===== src/rtl/aud_pkg.sv =====
// Shared types and constants for the audio voice sequencer / mixer.
package aud_pkg;

  localparam int SAMPLE_W = 16;

  typedef struct packed {
    logic signed [SAMPLE_W-1:0] l;
    logic signed [SAMPLE_W-1:0] r;
  } aud_sample_t;

  typedef enum logic [1:0] {
    IDLE,
    SCAN,
    WAIT,
    COMMIT
  } aud_seq_state_e;

endpackage


===== src/rtl/aud_sat16.sv =====
// Fits a wide signed accumulator into one 16-bit channel.
// AUD_MIX_SATURATE_EN defined: clamp to [-32768, 32767]; undefined: keep low 16 bits.
module aud_sat16 #(
  parameter int ACC_W = 19
) (
  input  logic signed [ACC_W-1:0] acc,
  output logic signed [15:0]      fit
);

`ifdef AUD_MIX_SATURATE_EN
  localparam logic signed [ACC_W-1:0] MAX_V = ACC_W'(32'sd32767);
  localparam logic signed [ACC_W-1:0] MIN_V = ACC_W'(-32'sd32768);

  always_comb begin
    if (acc > MAX_V)      fit = 16'sh7fff;
    else if (acc < MIN_V) fit = 16'sh8000;
    else                  fit = acc[15:0];
  end
`else
  // Upper accumulator bits are intentionally discarded in wrap mode.
  logic unused_hi;
  assign unused_hi = ^acc[ACC_W-1:16];
  assign fit       = acc[15:0];
`endif

endmodule


===== src/rtl/aud_voice_seq.sv =====
// Per-frame voice sequencer: polls enabled voices over req/ack and commits the mixed
// {left, right} sample. Build option AUD_MIX_SATURATE_EN selects clamping (see aud_sat16).
module aud_voice_seq
  import aud_pkg::*;
#(
  parameter int NUM_VOICES     = 4,
  parameter int TIMEOUT_CYCLES = 255
) (
  input  logic                  clk_i,
  input  logic                  rst_i,
  input  logic                  frame_req_i,
  input  logic [NUM_VOICES-1:0] voice_en_i,
  output logic [NUM_VOICES-1:0] voice_req_o,
  input  logic [NUM_VOICES-1:0] voice_ack_i,
  input  logic [31:0]           voice_sample_i,
  output logic [31:0]           sample_o,
  output logic                  busy_o,
  output logic                  done_o,
  output logic                  overrun_o,
  output logic                  timeout_o
);

  localparam int IDX_W = $clog2(NUM_VOICES + 1);
  localparam int ACC_W = SAMPLE_W + $clog2(NUM_VOICES) + 1;
  localparam int TMR_W = 8;

  aud_seq_state_e           state_q, state_d;
  logic [IDX_W-1:0]         idx_q, idx_d;
  logic [NUM_VOICES-1:0]    mask_q, mask_d;
  logic [TMR_W-1:0]         timer_q, timer_d;
  logic signed [ACC_W-1:0]  acc_l_q, acc_l_d, acc_r_q, acc_r_d;
  logic [31:0]              sample_q, sample_d;
  logic                     done_q, done_d;
  logic                     overrun_q, overrun_d;
  logic                     timeout_q, timeout_d;

  logic [NUM_VOICES-1:0]    sel_oh;
  logic                     mask_hit, ack_hit, expired;
  logic signed [15:0]       fit_l, fit_r;
  aud_sample_t              vs;

  assign vs = voice_sample_i;

  always_comb begin
    for (int i = 0; i < NUM_VOICES; i++) sel_oh[i] = (idx_q == IDX_W'(i));
  end

  assign mask_hit = |(mask_q & sel_oh);
  assign ack_hit  = |(voice_ack_i & sel_oh);
  assign expired  = (timer_q == TMR_W'(TIMEOUT_CYCLES - 1));

  aud_sat16 #(.ACC_W(ACC_W)) u_sat_l (.acc(acc_l_q), .fit(fit_l));
  aud_sat16 #(.ACC_W(ACC_W)) u_sat_r (.acc(acc_r_q), .fit(fit_r));

  // NOTE: every signal is defaulted first so no path through the case infers a latch.
  always_comb begin
    state_d   = state_q;
    idx_d     = idx_q;
    mask_d    = mask_q;
    timer_d   = timer_q;
    acc_l_d   = acc_l_q;
    acc_r_d   = acc_r_q;
    sample_d  = sample_q;
    done_d    = 1'b0;
    overrun_d = frame_req_i && (state_q != IDLE);
    timeout_d = 1'b0;

    case (state_q)
      IDLE: begin
        if (frame_req_i) begin
          mask_d  = voice_en_i;
          acc_l_d = '0;
          acc_r_d = '0;
          idx_d   = '0;
          state_d = SCAN;
        end
      end
      SCAN: begin
        if (idx_q == IDX_W'(NUM_VOICES)) begin
          state_d = COMMIT;
        end else if (mask_hit) begin
          timer_d = '0;
          state_d = WAIT;
        end else begin
          idx_d = idx_q + 1'b1;
        end
      end
      WAIT: begin
        // An ack in the expiry cycle wins over the timeout.
        if (ack_hit) begin
          acc_l_d = acc_l_q + ACC_W'(vs.l);
          acc_r_d = acc_r_q + ACC_W'(vs.r);
          idx_d   = idx_q + 1'b1;
          state_d = SCAN;
        end else if (expired) begin
          timeout_d = 1'b1;
          idx_d     = idx_q + 1'b1;
          state_d   = SCAN;
        end else begin
          timer_d = timer_q + 1'b1;
        end
      end
      COMMIT: begin
        sample_d = {fit_l, fit_r};
        done_d   = 1'b1;
        state_d  = IDLE;
      end
      default: state_d = IDLE;
    endcase
  end

  // NOTE: sequential state uses non-blocking assignments so all registers update together.
  always_ff @(posedge clk_i) begin
    if (rst_i) begin
      state_q   <= IDLE;
      idx_q     <= '0;
      mask_q    <= '0;
      timer_q   <= '0;
      acc_l_q   <= '0;
      acc_r_q   <= '0;
      sample_q  <= '0;
      done_q    <= 1'b0;
      overrun_q <= 1'b0;
      timeout_q <= 1'b0;
    end else begin
      state_q   <= state_d;
      idx_q     <= idx_d;
      mask_q    <= mask_d;
      timer_q   <= timer_d;
      acc_l_q   <= acc_l_d;
      acc_r_q   <= acc_r_d;
      sample_q  <= sample_d;
      done_q    <= done_d;
      overrun_q <= overrun_d;
      timeout_q <= timeout_d;
    end
  end

  // Request is decoded purely from registered state, so it cannot glitch on input activity.
  assign voice_req_o = (state_q == WAIT) ? sel_oh : '0;
  assign busy_o      = (state_q != IDLE);
  assign sample_o    = sample_q;
  assign done_o      = done_q;
  assign overrun_o   = overrun_q;
  assign timeout_o   = timeout_q;

endmodule


===== config.mk =====
export PLATFORM = sky130hd
export DESIGN_NAME = aud_voice_seq
export DESIGN_NICKNAME = d
export VERILOG_FILES = /design/src/rtl/aud_pkg.sv /design/src/rtl/aud_sat16.sv /design/src/rtl/aud_voice_seq.sv
export SDC_FILE = /design/constraint.sdc
export NUM_CORES = 1
export LEC_CHECK = 0
export ABC_CLOCK_PERIOD_IN_PS = 3240
export BUFFER_PORTS_ARGS = -buffer_cell sky130_fd_sc_hd__clkbuf_2
export CAP_MARGIN = 5
export CORE_MARGIN = 2
export CORE_UTILIZATION = 50
export DETAILED_ROUTE_END_ITERATION = 8
export GPL_ROUTABILITY_DRIVEN = 0
export MAX_ROUTING_LAYER = met4
export PLACE_DENSITY_LB_ADDON = 0.25
export SLEW_MARGIN = 20
export SYNTH_ARGS = -nofsm -noshare
export SYNTH_HDL_FRONTEND = slang
export SYNTH_HIERARCHICAL = 1
export SYNTH_SLANG_ARGS = --single-unit

===== constraint.sdc =====
create_clock -name clk_i -period 3.24 [get_ports clk_i]
set_input_delay 0.324 -clock clk_i [delete_from_list [all_inputs] [get_ports clk_i]]
set_output_delay 0.324 -clock clk_i [all_outputs]
set_load 0.05 [all_outputs]

* Yosys cells after proc, flatten, opt, wreduce, memory -nomap -nowiden *
Index checks and enable logic that the tools add are counted.
Widths: inputs -> output; s select.

operators by class
  reductions and logical operators = 15
  bitwise logic cells = 3
  multiplexer cells = 25
  equal/unequal tests = 17
  add/sub/neg operators = 4

operators with widths
  cell                 count
  $pmux 19 s2          2
  $mux 19              3
  $add 19x16->19       2
  $mux 8               4
  $pmux 8 s2           1
  $mux 3               5
  $ne 2x2->1 const B   7
  $mux 2               5
  $reduce_and 5->1     2
  $pmux 3 s3           1
  $add 8x1->8 const B  1
  $and 4x4->4          2
  $eq 8x8->1 const B   1
  $pmux 2 s4           1
  $reduce_or 4->1      2
  $eq 3x2->1 const B   2
  $ne 3x3->1 const B   2
  $reduce_and 3->1     2
  $reduce_bool 2->1    3
  $reduce_or 6->1      1
  $eq 2x2->1 const B   2
  $mux 4               1
  $add 3x1->3 const B  1
  $eq 3x1->1 const B   1
  other kinds (9)      10

word-level totals
  logic and storage cells = 74
  input port bits = 43
  bits in registers = 90
  output and inout bits = 40

* Longest topological paths before layout *
  depth in word-level cells = 6
  depth in mapped cells = 11
  gate-level depth less buffers = 9

* Cells and area by module *
The synthesis kept the hierarchy.

modules (own cells, without submodules)
  module         cells each  sequential area each (um^2)  area an instance (um^2)  instances
  aud_voice_seq  626         1,801.7                      5,333.9                  1
  aud_sat16      16          0.0                          120.1                    2

* Worst setup path after synthesis *
OpenSTA, ideal clock, no wires.

  path kind = input to register
  start point = in voice_sample_i[16]
  end point = reg acc_l_q[16]
  slack = 1.012 ns
  library setup time = 0.118 ns
  cell stages on the path = 9
  required time = 3.122 ns
  buffers on the path = 0
  data arrival time = 2.110 ns
  path through = ha_1 > fa_1 > a211oi_1 > nor2_1 > o31ai_4 > o22ai_1 > a211oi_1 > xor2_1 > o21ai_1

on the way
  cells in the longest elaborated chain, start to end = 3

ends and longest elaborated chain
  item                    line                  RTL
  start: declaration      aud_voice_seq.sv:15   input logic [31:0] voice_sample_i,
  $add 19x16->19          aud_voice_seq.sv:91   acc_l_d = acc_l_q + ACC_W'(vs.l);
  $mux 19                 aud_voice_seq.sv:90   if (ack_hit) begin
  $pmux 19 s2             aud_voice_seq.sv:68   case (state_q)
  end signal: assignment  aud_voice_seq.sv:130  acc_l_q <= acc_l_d;
  end: declaration        aud_voice_seq.sv:31   logic signed [ACC_W-1:0] acc_l_q, acc_l_d, acc_r_q, acc_r_d;

Every way passes these cells. The select of a mux whose other input is x is not followed.
A chain may end at the register's enable or synchronous reset.

* Final worst setup path *
  start point = reg state_q[0]
  end point = reg acc_l_q[15]

on the way
  cells in the longest elaborated chain, start to end = 3
  elaborated cells between the ends (all ways) = 7
  classes of those cells = eq/ne (3); mux (1); reduce/logical (3)

ends and longest elaborated chain
  item                                                                     line                  RTL
  start: declaration                                                       aud_voice_seq.sv:27   aud_seq_state_e state_q, state_d;
  start signal: assignment                                                 aud_voice_seq.sv:126  state_q <= state_d;
  $eq 2x2->1 / $logic_not 2->1 (equally long branches)                     aud_voice_seq.sv:68
  $ne 2x2->1 (no source line) / $reduce_bool 2->1 (equally long branches)  n/a
  $reduce_and 3->1 (no source line)                                        n/a

Several ways; a longest one is shown, not always the timed one.

==> flow_summary.ini <==
[run]
drv_cap = 0

[sta]
final_hold_viol_count = 0
fin_ws_ns = 0.3544
hold_slack_ns = 0.2106
tightest_slew_ns = 0.6902
setup_violations = 0
final-max-slew-violation-count = 0
slew_headroom_pct = 53.99
rsz0062_at_grt = no
max_freq_mhz = 346.5
final.setup_skew_ns = 0.01160
fin_setup_tns_ns = 0
fin_crit_ns = 2.886
fin_crit_sh_pct = 89.06

[setup_path]
cp_slowest_cell = a21boi_2
crit_type = reg -> reg
critPathMostFrequentCell = nand2_1
slowest_delay_ns = 0.56
start_kind = flop
end_kind = flop
arrival_ns = 3.18
crit_chain = inv_1, ha_1, nand2_1, o21ai_1, a21boi_2, nand3b_2, nor4b_1, a211oi_1, nand2_1
required_ns = 3.54
cp.buffers_inverters = 1
reg2reg_slack_ns = 0.35
cp_top_family = simple AND/OR/NAND/NOR gates
critPathMaxFanout = 22

[floorplanning]
rows = 36
fp.dieH_um = 104.2
dieWidth_um = 104.2
die_area_sq_um = 10870
floorplan.initialDensity_pct = 51.41
design.core.area_sq_um = 9774
io_pins = 83

[synth]
syn_nets = 676
yosys_warnings = 6
synthesis.area_sq_um = 5025
syn-instance-count = 587
avgSynthCellArea_sq_um = 8.560

[route]
num_vias = 4085
first_iter_violations = 151
drc_errors = 0
wirelength_mm = 10.73
wire_per_inst_um = 14.04
drtAntennaViolNets = 0
vias_per_cell = 5.347
drtPass1Iterations = 5

[global_routing]
grt_usage_pct = 20.64
grt_pass1_vias = 3933
gr-total-overflow = 0
antenna_found_initial = 0
grt_first_pass_wirelength_mm = 18.06
grt_max_degree = 66

[final_layout]
nNetsFinal = 715
syn_to_final_growth_pct = 9.512
diodes = 0
drive_gt1_share_pct = 18.23

[placed_design]
dp_hpwl_mm = 7.912
numPortBuffers = 82
pre_cts_ws_ns = 0.3203

[power]
p_per_area_nw_per_um2 = 507.2
leakage_nw = 2.321
ir_drop_v = 0.0002807
total_power_mw = 2.791

[clock_tree]
cts.htree.levels = 3
cts.sink_count = 84
cts_root_buf = clkbuf_8
clkTransAtPathRegs_ns = 0.09
clk_latency_ns = 0.35
cts_resized = 0
numCtsBuffers = 9
hold_buffers = 0
postCtsSetupBuffers = 0
cts_tree = built
clockBufferDepth = 2

[worst_hold_path]
hp-class = in -> reg

[outcome]
status = complete, no violations
registers in the layout (all words and copies together), names as in the netlist:
| signal | count |
|---|---|
| overrun_o | 1 |
| state_q | 2 |
| timeout_o | 1 |
| timer_q | 8 |
| mask_q | 4 |
| done_o | 1 |
| idx_q | 3 |
| sample_o | 32 |
| acc_r_q | 16 |
| acc_l_q | 16 |
metrics by stage:
step	area, sq um	cells	util [%]
after detailed placement	5291	748	54.13
after global routing	5503	764	56.30
final	5503	764	56.30
after CTS	5503	764	56.30
after global placement	5291	748	54.13
after floorplan	5025	587	-
final timing paths:
kind / start / to / depth (start not counted)
max reg2reg: state_q[0]$_SDFFE_PP0P_ / acc_l_q[15]$_SDFFE_PP0P_ / 9
max: state_q[0]$_SDFFE_PP0P_ / acc_l_q[15]$_SDFFE_PP0P_ / 9
min: voice_en_i[0] / mask_q[0]$_SDFFE_PP0P_ / 3
min reg2reg: mask_q[2]$_SDFFE_PP0P_ / mask_q[2]$_SDFFE_PP0P_ / 2
where the power goes:
group	internal (mW)	switching, mW	total [mW]
clock	0.400	0.401	0.801
combinational	0.307	0.539	0.846
sequential	1.09	0.0537	1.14
total	1.80	0.993	2.79
cells in the final DEF (no fill, tap or decap), types with 2 or more instances in the layout:
cell	n
inv_1	10
nand3b_1	3
buf_4	6
and3_1	3
clkbuf_2	82
a211oi_1	8
a21oi_1	43
nor4b_1	2
a22oi_1	5
and4_1	2
nand3_1	27
o21ai_0	22
a21boi_1	3
clkinv_4	2
o21ai_1	8
o21bai_1	4
nand2_1	54
o21a_1	5
dfxtp_1	84
nor2b_1	3
o31ai_1	3
a22o_1	2
a222oi_1	2
a31oi_1	2
a41oi_1	2
mux2i_1	35
clkbuf_8	11
nand2b_1	7
nor2_1	61
xor2_1	15
nor3_1	7
fa_1	2
a21o_1	8
and2_1	6
nand4_1	5
xnor2_1	12
nor3_2	3
nor3b_1	8
ha_1	43
worst reg2reg max path: cells and delay by family, from the launching register on:
kind | cells | cell delay [ns]
fa+ha+maj | 1 | 0.32
buf+inv | 1 | 0.12
simple gates | 4 | 1.26
compound gates | 3 | 0.78
flops | 1 | 0.35
metal layers:
layer	global-route usage (%)	vias to the layer above	share of wire [%]
met2	33.93	68	47
met3	3.008	12	2.9
met1	26.72	1891	48
met4	5.405	0	1.2
li1	-	2114	-
met5	-	-	0
cell type report:
type	instances	area [sq um]
Fill cell	922	4272
Multi-Input combinational cell	433	2950
Sequential cell	84	1682
Timing Repair Buffer	88	455.4
Tap cell	133	166.4
Clock buffer	11	151.4
Clock inverter	5	60.06
Inverter	10	37.54
Power figures use the tool's default switching activity.
